`config.mk`:
```
export PLATFORM = sky130hd
export DESIGN_NAME = noc_2d_packetizer
export DESIGN_NICKNAME = d
export VERILOG_FILES = /design/src/rtl/noc_2d_packetizer_pkg.sv /design/src/rtl/noc_2d_packetizer_flit_reg.sv /design/src/rtl/noc_2d_packetizer.sv
export SDC_FILE = /design/constraint.sdc
export NUM_CORES = 1
export LEC_CHECK = 0
export ABC_AREA = 1
export CAP_MARGIN = 40
export CORE_MARGIN = 2
export CORE_UTILIZATION = 41
export CTS_CLUSTER_SIZE = 25
export DETAILED_ROUTE_END_ITERATION = 10
export PLACE_DENSITY = 0.75
export SLEW_MARGIN = 20
export SYNTH_ARGS = -nofsm -noshare
export SYNTH_HDL_FRONTEND = slang
export SYNTH_SLANG_ARGS = --single-unit
export TNS_END_PERCENT = 10
```
`constraint.sdc`:
```
create_clock -name clk -period 1.95 [get_ports clk]
set_clock_uncertainty 0.2 [all_clocks]
set_input_delay 0.39 -clock clk [delete_from_list [all_inputs] [get_ports clk]]
set_output_delay 0.39 -clock clk [all_outputs]
set_load 0.02 [all_outputs]
```
`src/rtl/noc_2d_packetizer_pkg.sv`:
```
// ---------------------------------------------------------------------------
// noc_2d_packetizer_pkg
//
// Shared definitions for the 2D-mesh NoC packetizer:
//   - pkt_state_t     : packetizer FSM states
//   - HDR_LEN_LSB     : bit position of the length field in the header flit
//   - field_width()   : coordinate field width helper, max(1, clog2(n))
//   - hdr_*_lsb()     : header field offsets, all counted down from the flit MSB
// ---------------------------------------------------------------------------
package noc_2d_packetizer_pkg;

    typedef enum logic [1:0] {
        IDLE    = 2'd0,
        HEADER  = 2'd1,
        PAYLOAD = 2'd2
    } pkt_state_t;

    // The length field always sits at the bottom of the header flit.
    localparam int HDR_LEN_LSB = 0;

    // A one-row or one-column mesh still needs a 1-bit coordinate field.
    function automatic int field_width(input int n);
        return (n <= 2) ? 1 : $clog2(n);
    endfunction

    function automatic int hdr_dest_x_lsb(input int fw, input int xw);
        return fw - xw;
    endfunction

    function automatic int hdr_dest_y_lsb(input int fw, input int xw, input int yw);
        return fw - xw - yw;
    endfunction

    // Source id (src_x above src_y) sits directly below dest_y.
    function automatic int hdr_src_y_lsb(input int fw, input int xw, input int yw);
        return fw - 2 * xw - 2 * yw;
    endfunction

endpackage

```
`src/rtl/noc_2d_packetizer_flit_reg.sv`:
```
// ---------------------------------------------------------------------------
// noc_2d_flit_reg
//
// Single-entry valid/ready output register carrying a flit and its last marker.
// The entry may be reloaded in the same cycle it drains, so a steady stream
// moves at one flit per clock.
//
// Ports:
//   clk, rst        clock, asynchronous active-low reset
//   load_valid      new flit offered to the register
//   load_flit       flit to store
//   load_last       last-flit marker to store
//   load_ready      register can take a flit this cycle (empty or draining)
//   flit, last      registered flit and last marker
//   valid           register holds a flit
//   ready           downstream accepts the held flit
// ---------------------------------------------------------------------------
module noc_2d_flit_reg #(
    parameter int FLIT_WIDTH = 32
) (
    input  logic                  clk,
    input  logic                  rst,
    input  logic                  load_valid,
    input  logic [FLIT_WIDTH-1:0] load_flit,
    input  logic                  load_last,
    output logic                  load_ready,
    output logic [FLIT_WIDTH-1:0] flit,
    output logic                  last,
    output logic                  valid,
    input  logic                  ready
);

    assign load_ready = !valid || ready;

    // A load takes priority over a drain so back-to-back flits never bubble.
    // While valid is high and ready is low nothing changes, keeping the
    // flit, last and valid outputs stable for the router.
    always_ff @(posedge clk or negedge rst) begin
        if (!rst) begin
            flit  <= '0;
            last  <= 1'b0;
            valid <= 1'b0;
        end else if (load_valid && load_ready) begin
            flit  <= load_flit;
            last  <= load_last;
            valid <= 1'b1;
        end else if (valid && ready) begin
            last  <= 1'b0;
            valid <= 1'b0;
        end
    end

endmodule

```
`src/rtl/noc_2d_packetizer.sv`:
```
// ---------------------------------------------------------------------------
// noc_2d_packetizer
//
// Turns a packet request (destination + payload length) and a stream of
// payload words into NoC flits: one header flit followed by req_len payload
// flits, with noc_last on the final flit of the packet.
//
// Header flit: dest_x in the top XW bits, dest_y in the next YW bits, the
// clamped length in the bottom LW bits, everything else zero.
//
// Optional feature macro: NOC_2D_PACKETIZER_SRC_ID_EN
//   When defined, SRC_X is placed in the XW bits below dest_y and SRC_Y in
//   the YW bits below that. When undefined those bits are zero.
//
// Ports:
//   clk, rst                  clock, asynchronous active-low reset
//   req_valid / req_ready     packet request handshake
//   req_dest_x, req_dest_y    destination mesh coordinates
//   req_len                   payload flit count (clamped to MAX_LEN)
//   data_valid / data_ready   payload word handshake
//   data                      payload word
//   noc_flit, noc_last        flit and last marker to the router
//   noc_valid / noc_ready     router handshake
// ---------------------------------------------------------------------------
module noc_2d_packetizer
    import noc_2d_packetizer_pkg::*;
#(
    parameter int FLIT_WIDTH = 32,
    parameter int X          = 2,
    parameter int Y          = 2,
    parameter int MAX_LEN    = 8,
    parameter int SRC_X      = 0,
    parameter int SRC_Y      = 0,
    localparam int XW        = field_width(X),
    localparam int YW        = field_width(Y),
    localparam int LW        = $clog2(MAX_LEN + 1)
) (
    input  logic                  clk,
    input  logic                  rst,
    input  logic                  req_valid,
    output logic                  req_ready,
    input  logic [XW-1:0]         req_dest_x,
    input  logic [YW-1:0]         req_dest_y,
    input  logic [LW-1:0]         req_len,
    input  logic                  data_valid,
    output logic                  data_ready,
    input  logic [FLIT_WIDTH-1:0] data,
    output logic [FLIT_WIDTH-1:0] noc_flit,
    output logic                  noc_last,
    output logic                  noc_valid,
    input  logic                  noc_ready
);

    localparam int DX_LSB = hdr_dest_x_lsb(FLIT_WIDTH, XW);
    localparam int DY_LSB = hdr_dest_y_lsb(FLIT_WIDTH, XW, YW);
    localparam int SY_LSB = hdr_src_y_lsb(FLIT_WIDTH, XW, YW);

`ifdef NOC_2D_PACKETIZER_SRC_ID_EN
    localparam bit SRC_ID_EN = 1'b1;
`else
    localparam bit SRC_ID_EN = 1'b0;
`endif

    localparam logic [XW+YW-1:0] SRC_ID = {XW'(SRC_X), YW'(SRC_Y)};

    pkt_state_t            state;
    logic [XW-1:0]         dest_x_q;
    logic [YW-1:0]         dest_y_q;
    logic [LW-1:0]         len_q;
    logic [LW-1:0]         remaining;
    logic                  running;

    logic [LW-1:0]         len_clamped;
    logic [FLIT_WIDTH-1:0] header;
    logic                  load_valid;
    logic [FLIT_WIDTH-1:0] load_flit;
    logic                  load_last;
    logic                  load_ready;

    assign len_clamped = (req_len > LW'(MAX_LEN)) ? LW'(MAX_LEN) : req_len;

    // running is cleared by reset and set on the first clock afterwards, so
    // both ready outputs read 0 for as long as reset is held.
    assign req_ready  = running && (state == IDLE) && load_ready;
    assign data_ready = running && (state == PAYLOAD) && load_ready;

    // Header flit assembled from the latched request fields.
    always_comb begin
        header                      = '0;
        header[DX_LSB +: XW]        = dest_x_q;
        header[DY_LSB +: YW]        = dest_y_q;
        header[SY_LSB +: XW+YW]     = SRC_ID_EN ? SRC_ID : '0;
        header[HDR_LEN_LSB +: LW]   = len_q;
    end

    // Feed the output register: the header while in HEADER, payload words
    // while in PAYLOAD. The final payload word is the one taken when a
    // single flit remains.
    always_comb begin
        load_valid = 1'b0;
        load_flit  = data;
        load_last  = 1'b0;
        if (state == HEADER) begin
            load_valid = 1'b1;
            load_flit  = header;
            load_last  = (len_q == '0);
        end else if (state == PAYLOAD) begin
            load_valid = data_valid;
            load_flit  = data;
            load_last  = (remaining == LW'(1));
        end
    end

    // Packetizer FSM. IDLE latches an accepted request; HEADER waits until
    // the output register can take the header and then moves on to PAYLOAD
    // (or straight back to IDLE for an empty packet); PAYLOAD counts words
    // down and returns to IDLE with the last one. A reset mid-packet simply
    // drops whatever was in flight.
    always_ff @(posedge clk or negedge rst) begin
        if (!rst) begin
            state     <= IDLE;
            dest_x_q  <= '0;
            dest_y_q  <= '0;
            len_q     <= '0;
            remaining <= '0;
            running   <= 1'b0;
        end else begin
            running <= 1'b1;
            unique case (state)
                IDLE: begin
                    if (req_valid && req_ready) begin
                        dest_x_q <= req_dest_x;
                        dest_y_q <= req_dest_y;
                        len_q    <= len_clamped;
                        state    <= HEADER;
                    end
                end
                HEADER: begin
                    if (load_ready) begin
                        if (len_q == '0) begin
                            state <= IDLE;
                        end else begin
                            remaining <= len_q;
                            state     <= PAYLOAD;
                        end
                    end
                end
                PAYLOAD: begin
                    if (data_valid && data_ready) begin
                        remaining <= remaining - LW'(1);
                        if (remaining == LW'(1)) begin
                            state <= IDLE;
                        end
                    end
                end
                default: begin
                    state <= IDLE;
                end
            endcase
        end
    end

    noc_2d_flit_reg #(
        .FLIT_WIDTH (FLIT_WIDTH)
    ) u_flit_reg (
        .clk        (clk),
        .rst        (rst),
        .load_valid (load_valid),
        .load_flit  (load_flit),
        .load_last  (load_last),
        .load_ready (load_ready),
        .flit       (noc_flit),
        .last       (noc_last),
        .valid      (noc_valid),
        .ready      (noc_ready)
    );

endmodule
```
==> metrics.md, run 1 <==
| Metric | Value |
|---|---|
| Compound-Gate Fraction of Synth Area | 9.81% |
| Switching share of power | 39.5% |
| Max Fclk | 0.525 GHz |
| Sequential Power Share | 34.8% |
| Core area | 5070 µm² |
| Syn avg cell area | 8.13 µm² |
| Clock transition at path regs | 80 ps |
| Initial Util | 42.5% |
| # setup viols final | 0 |
| Gr usage total | 18.0% |
| Leak pwr | 1.58 nW |
| # Post-CTS Setup Buffers | 0 |
| Int Pwr | 0.00287 W |
| Final Core Density | 62.4% |
| First-pass GRT wire length | 8.58 mm |
| Placed insts | 414 |
| Synthesized netlist cell count | 265 |
| Dpl hpwl | 3.79 mm |
| Final Hold Vio Count | 0 |
| P_sw | 0.00188 W |
| Num CTS Buffers | 5 |
| Mux share of post-synthesis cell area | 0% |
| Post-DP Area | 3070 µm² |
| Max_slew headroom | 63.1% |
| TritonCTS clock tree | built |
| DR iter-0 viols | 96 |
| Hold Path Class | reg -> reg |
| Crit path DAT | 1310 ps |
| Final std cells w/o fill | 422 |
| Crit. End Element | primary output |
| Post-route DRC | 0 |
| Synth Register Bits | 47 |
| Status | finished, final reports clean |
| Largest family of logic cells by synthesized area | simple AND/OR/NAND/NOR gates |
| Hold slack | 291 ps |
| Global route overflow | 0 |
| Gate power share | 51.1% |
| Antenna violations before repair | 0 |
| Unique masters post-synth | 23 |
| Max-Cap Viols | 0 |
| Required time of the critical path | 1360 ps |
| Nets | 397 |
| Routed Wire Length | 4.92 mm |
| Max FO, Critical Path | 3 |
| Cell row count | 26 |
| CP Class | in -> out |
| Least-Margin Pin Slew | 553 ps |
| Final-report max-slew violation count | 0 |
| TritonCTS Sinks | 47 |
| Drt wl/cell | 11.7 µm |
| I/O pin total | 79 |
| Simple-Gate Fraction of Synth Area | 27.8% |
| H-tree depth | 2 |
| Vias in the first global route | 1969 |
| P&R area growth vs syn | 47.0% |
| Largest net degree at the start of global routing | 35 |
| Post-DRT Antenna Nets | 0 |
| PD cells | 1500 nW/µm² |
| DR vias/cell | 4.66 |
| Chip width | 76.5 µm |
| CTS root buf | clkbuf_8 |
| Seq/Total Area, Yosys | 54.6% |
| Synthesized Nets | 310 |
| YS warnings | 0 |
| Tcrit/Tclk final | 97.6% |
| Synthesized cell area | 2150 µm² |
| IO buf count | 78 |
| DP Worst Slack | -391 ps |
| Clock Tree Buf Depth | 2 |
| IR drop worst, VDD | 0.553 mV |
| Number of iterations in the first detailed-routing pass | 4 |
| DIE HEIGHT | 76.5 µm |
| Setup crit start kind | primary input |
| N_diodes | 0 |
| Die area | 5850 µm² |
| Post-route setup slack | 46.3 ps |
| Vias | 1967 |
| GPL Wtd Cong | 0.827 |
| Post-synthesis adder-cell area fraction | 1.16% |
| Clk Latency, worst-skew pair | 290 ps |
| Final Critical Period | 1900 ps |
| Layout cells sized above 1 | 9.38% |
| RSZ-0062 raised after global routing | false |
| Clock power frac | 14.1% |
| XOR/XNOR Fraction of Synth Area | 0.407% |
| Final Cell Area | 3170 µm² |
## worst paths after layout
check | from | endpoint | slack, ps | cells past startpoint
max | noc_ready | req_ready | 50 | 6
min | u_flit_reg.flit[3] | u_flit_reg.flit[3] | 290 | 2
max reg2reg | state[0] | u_flit_reg.flit[17] | 310 | 8
min reg2reg | u_flit_reg.flit[3] | u_flit_reg.flit[3] | 290 | 2
max in group asynchronous | rst | running | 620 | 3
min in group asynchronous | rst | u_flit_reg.flit[12] | 420 | 2
## per-stage QoR
| stage | total power, W | setup TNS [ps] |
|---|---|---|
| finish | 0.00475 | 0 |
| global route | 0.00513 | 0 |
| CTS | 0.00482 | 0 |
| detailed placement | 0.00414 | -780 |
| global placement | 0.00407 | -764 |
| floorplan | 0.00305 | 0 |
## sequential cells by signal, indices dropped and copies added (netlist names)
| signal | flops |
|---|---|
| dest_x_q | 1 |
| remaining | 4 |
| len_q | 4 |
| u_flit_reg.last | 1 |
| state | 2 |
| dest_y_q | 1 |
| u_flit_reg.flit | 32 |
| u_flit_reg.valid | 1 |
| running | 1 |
## cells by family (layout without fill, tap and decap cells)
family | after synthesis | count (layout)
compound gates | 41 | 41
xor+xnor | 1 | 1
fa+ha+maj | 2 | 2
buf+inv | 28 | 115
flops | 47 | 47
other cells | 1 | 1
simple gates | 145 | 145
## per-layer routing
layer | GRT usage [%] | wire length [µm] | up-vias
li1 | - | - | 1004
met1 | 23.0 | 2380 | 887
met2 | 30.5 | 2220 | 72
met3 | 4.27 | 284 | 4
met4 | 5.45 | 34 | 0
met5 | 0 | 0 | -
## cells in the mapped netlist
cell type,number,area share [%]
nand2_1,123,21
dfrtp_1,47,55
o21ai_1,27,6.3
inv_1,13,2.3
o21ai_0,11,2.6
buf_2,8,1.9
nand3_1,8,1.9
nor2_1,6,1.0
inv_2,4,0.70
buf_4,2,0.70
ha_1,2,1.2
nand2_2,2,0.58
nand2_4,2,1.0
a21oi_1,1,0.23
buf_6,1,0.52
conb_1,1,0.17
nand4_1,1,0.29
nor2_2,1,0.29
nor2_4,1,0.52
nor3_4,1,0.76
o21ai_2,1,0.41
o21bai_1,1,0.35
xnor2_1,1,0.41
## cells in the final DEF (no fill, tap or decap), types with 2 or more instances in the layout
cell	synthesis	layout
nand2_4	2	2
dfrtp_1	47	47
inv_1	13	13
inv_2	4	4
nor2_1	6	6
nand2_2	2	2
buf_2	8	3
nand3_1	8	8
buf_4	2	10
o21ai_0	11	11
nand2_1	123	123
clkbuf_8	0	5
buf_12	0	2
clkdlybuf4s50_1	0	74
ha_1	2	2
o21ai_1	27	27
## worst max-delay path, stage by stage
cell and delay (ps):
clkdlybuf4s50_1 480, inv_1 70, nand2_4 70, nand2_4 50, nor2_1 90, buf_2 170
## repair_timing
action                     4_1_cts  5_1_grt
setup endpoints to repair        3        0
hold endpoints to repair        23        0
hold buffers                     1        0
resized for setup                9        0
## power groups by stage
stage / Clock, W / Combinational [W] / Sequential, W
after global placement: 0 / 0.00241 / 0.00166
after global routing: 0.000736 / 0.00268 / 0.00172
final: 0.000670 / 0.00243 / 0.00166
after CTS: 0.000699 / 0.00246 / 0.00166
after floorplan: 0 / 0.00101 / 0.00205
after detailed placement: 0 / 0.00246 / 0.00168
## final cells by class
cell class | count | area (µm²)
clock buffer | 6 | 72.6
clock inverter | 1 | 30.0
fill | 457 | 1910
inverter | 17 | 63.8
multi-input combinational | 190 | 848
sequential | 47 | 1180
tap | 70 | 87.6
timing repair buffer | 91 | 890
(Power assumes the default switching activity.)
==> inputs of run 2 (changes only) <==
- CORE_MARGIN: 2 -> 1.5
- MAX_ROUTING_LAYER: not set -> met4
==> run 2 against run 1 <==
Net effect: setup slack better by 17 ps; final area up 0.24%; sequential power about the same; utilization up 0.15 points; combinational power about the same; global-route usage up 0.45 points.
==> metrics.md, run 2 (synthesis gave the netlist of run 1 again) <==
| Metric | Value |
|---|---|
| CP delay by family, top | buffers and inverters (unchanged) |
| Clock power frac | 14.2% (was 14.1%) |
| DIE HEIGHT | 75.5 µm (was 76.5 µm) |
| Buffers and inverters on the worst path | 3 (unchanged) |
| TritonCTS Sinks | 47 (unchanged) |
| Largest registers | u_flit_reg.flit x32, len_q x4, remaining x4 (unchanged) |
| Hold Crit Depth | 2 (unchanged) |
| Largest net degree at the start of global routing | 48 (was 35) |
| Tcrit/Tclk final | 96.8% (was 97.6%) |
| Crit path DAT | 1300 ps (was 1310 ps) |
| PD cells | 1500 nW/µm² (about the same) |
| Nets | 397 (unchanged) |
| GR Util met1 | 22.7% (was 23.0%) |
| P_sw | 0.00188 W (about the same) |
| H-tree depth | 2 (unchanged) |
| PnR Total Power | 0.00476 W (was 0.00475 W) |
| Chip width | 75.5 µm (was 76.5 µm) |
| # Post-CTS Setup Buffers | 0 (unchanged) |
| CTS root buf | clkbuf_8 (unchanged) |
| N_diodes | 0 (unchanged) |
| Clock transition at path regs | 80 ps (about the same) |
| Vias in the first global route | 1790 (was 1969) |
| DR vias/cell | 4.59 (was 4.66) |
| Max reg flops | 32 (unchanged) |
| Placed insts | 414 (unchanged) |
| FF-to-FF path depth | 8 (unchanged) |
| Most used cell, CP | nand2_4 (unchanged) |
| Final Critical Period | 1890 ps (was 1900 ps) |
| Cell row count | 26 (unchanged) |
| CP Class | in -> out (unchanged) |
| Max Fclk | 0.530 GHz (was 0.525 GHz) |
| Antenna violations before repair | 0 (unchanged) |
| Required time of the critical path | 1360 ps (about the same) |
| GPL Wtd Cong | 0.885 (was 0.827) |
| IR drop worst, VDD | 0.669 mV (was 0.553 mV) |
| Switching share of power | 39.4% (was 39.5%) |
| Critical path, cell by cell | clkdlybuf4s50_1 > inv_1 > nand2_4 > nand2_4 > nor2_1 > buf_4 (was clkdlybuf4s50_1 > inv_1 > nand2_4 > nand2_4 > nor2_1 > buf_2) |
| IO buf count | 78 (unchanged) |
| Largest register by flop count | u_flit_reg.flit (unchanged) |
| Dpl hpwl | 3.54 mm (was 3.79 mm) |
| Clk Latency, worst-skew pair | 290 ps (about the same) |
| Gate power share | 51.1% (about the same) |
| # setup viols final | 0 (unchanged) |
| Commonest cells after routing, fill and taps aside | 123 x nand2_1, 74 x clkdlybuf4s50_1, 47 x dfrtp_1, 27 x o21ai_1, 13 x inv_1 (unchanged) |
| DR iter-0 viols | 88 (was 96) |
| Initial Util | 42.5% (unchanged) |
| Vias | 1937 (was 1967) |
| Die area | 5700 µm² (was 5850 µm²) |
| Max-Cap Viols | 0 (unchanged) |
| Max stage delay on crit path | 490 ps (was 480 ps) |
| Num CTS Buffers | 5 (unchanged) |
| Global route overflow | 0 (unchanged) |
| Max FO, Critical Path | 3 (unchanged) |
| Met3 usage | 4.63% (was 4.27%) |
| Post-DRT Antenna Nets | 0 (unchanged) |
| GR peak layer | met2 (unchanged) |
| I/O pin total | 79 (unchanged) |
| Crit. End Element | primary output (unchanged) |
| Final std cells w/o fill | 422 (unchanged) |
| Number of iterations in the first detailed-routing pass | 4 (unchanged) |
| First-pass GRT wire length | 7.85 mm (was 8.58 mm) |
| Routed Wire Length | 4.73 mm (was 4.92 mm) |
| Clock Tree Buf Depth | 2 (unchanged) |
| Most common cell after layout, fill and taps aside | nand2_1 (unchanged) |
| Stages on worst setup path | 6 (unchanged) |
| Int Pwr | 0.00288 W (was 0.00287 W) |
| RSZ-0062 raised after global routing | false (unchanged) |
| Final-report max-slew violation count | 0 (unchanged) |
| Slowest-stage cell, CP | clkdlybuf4s50_1 (unchanged) |
| TritonCTS clock tree | built (unchanged) |
| P&R area growth vs syn | 47.4% (was 47.0%) |
| Drt wl/cell | 11.2 µm (was 11.7 µm) |
| Gr usage total | 18.5% (was 18.0%) |
| Status | finished, final reports clean (unchanged) |
| Post-route DRC | 0 (unchanged) |
| Leak pwr | 1.58 nW (about the same) |
| Layout cells sized above 1 | 9.66% (was 9.38%) |
| Hold Path Class | reg -> reg (unchanged) |
| Final Hold Vio Count | 0 (unchanged) |
| Core area | 5070 µm² (unchanged) |
| M2 GR Usage | 30.6% (was 30.5%) |
| Sequential Power Share | 34.7% (was 34.8%) |
| Setup crit start kind | primary input (unchanged) |
-- run 2: cell types whose count changed in the layout (fill, tap and decap cells not counted) --
| cell | previous run | this run |
|---|---|---|
| buf_4 | 10 | 12 |
| buf_2 | 3 | 1 |
| nor2_2 | 1 | 2 |
| nor2_1 | 6 | 5 |
-- run 2: metal layers --
metal / vias to the layer above / wire, µm / share of wire (%)
met1: 862 / 2140 / 45
met4: 0 / 34 / 0.72
met2: 72 / 2130 / 45
met5: - / 0 / 0
met3: 4 / 426 / 9.0
li1: 999 / - / -
-- run 2: path summary, 6_finish.rpt --
path                                         start                   to  slack, ps
max in group asynchronous                      rst   u_flit_reg.flit[6]        930
worst max register to register            state[0]  u_flit_reg.flit[23]        320
worst min-delay path            u_flit_reg.flit[2]   u_flit_reg.flit[2]        280
min in group asynchronous                      rst  u_flit_reg.flit[10]        390
worst min register to register  u_flit_reg.flit[2]   u_flit_reg.flit[2]        280
worst max-delay path                     noc_ready           data_ready         60
-- run 2: cell type report --
class                      instances  area [µm²]
timing repair buffer              91         895
multi-input combinational        190         851
sequential                        47        1180
inverter                          17        63.8
clock buffer                       6        72.6
clock inverter                     1        30.0
tap                               70        87.6
fill                             467        1900
-- run 2: timing repair --
| action | in CTS | in global routing |
|---|---|---|
| endpoints found under the setup margin | 3 | 2 |
| hold buffers | 1 | 0 |
| resized for setup | 9 | 3 |
| endpoints found under the hold margin | 47 | 0 |
-- run 2: per-stage QoR --
step                cell area [µm²]  TNS, ps  setup WS, ps  hold WS, ps  utilization (%)
floorplan                      2150        0           396         -106                -
global placement               3070     -760          -381          191             60.4
detailed placement             3070     -960          -401          192             60.4
CTS                            3170        0          29.6          288             62.4
global route                   3180        0          4.15          311             62.6
finish                         3180        0          62.9          284             62.6
-- run 2: worst min-delay path, delay by kind of cell, from the launching register on --
kind             cells  cell delay, ps
DFF                  1             340
and+or+nand+nor      2             110
-- run 2: power groups by stage --
stage          Clock (W)  Combinational, W  Sequential (W)
3_5_place_dp           0           0.00246         0.00167
6_report        0.000676           0.00243         0.00165
2_1_floorplan          0           0.00101         0.00205
4_1_cts         0.000702           0.00245         0.00166
5_1_grt         0.000743           0.00271         0.00171
3_3_place_gp           0           0.00241         0.00166
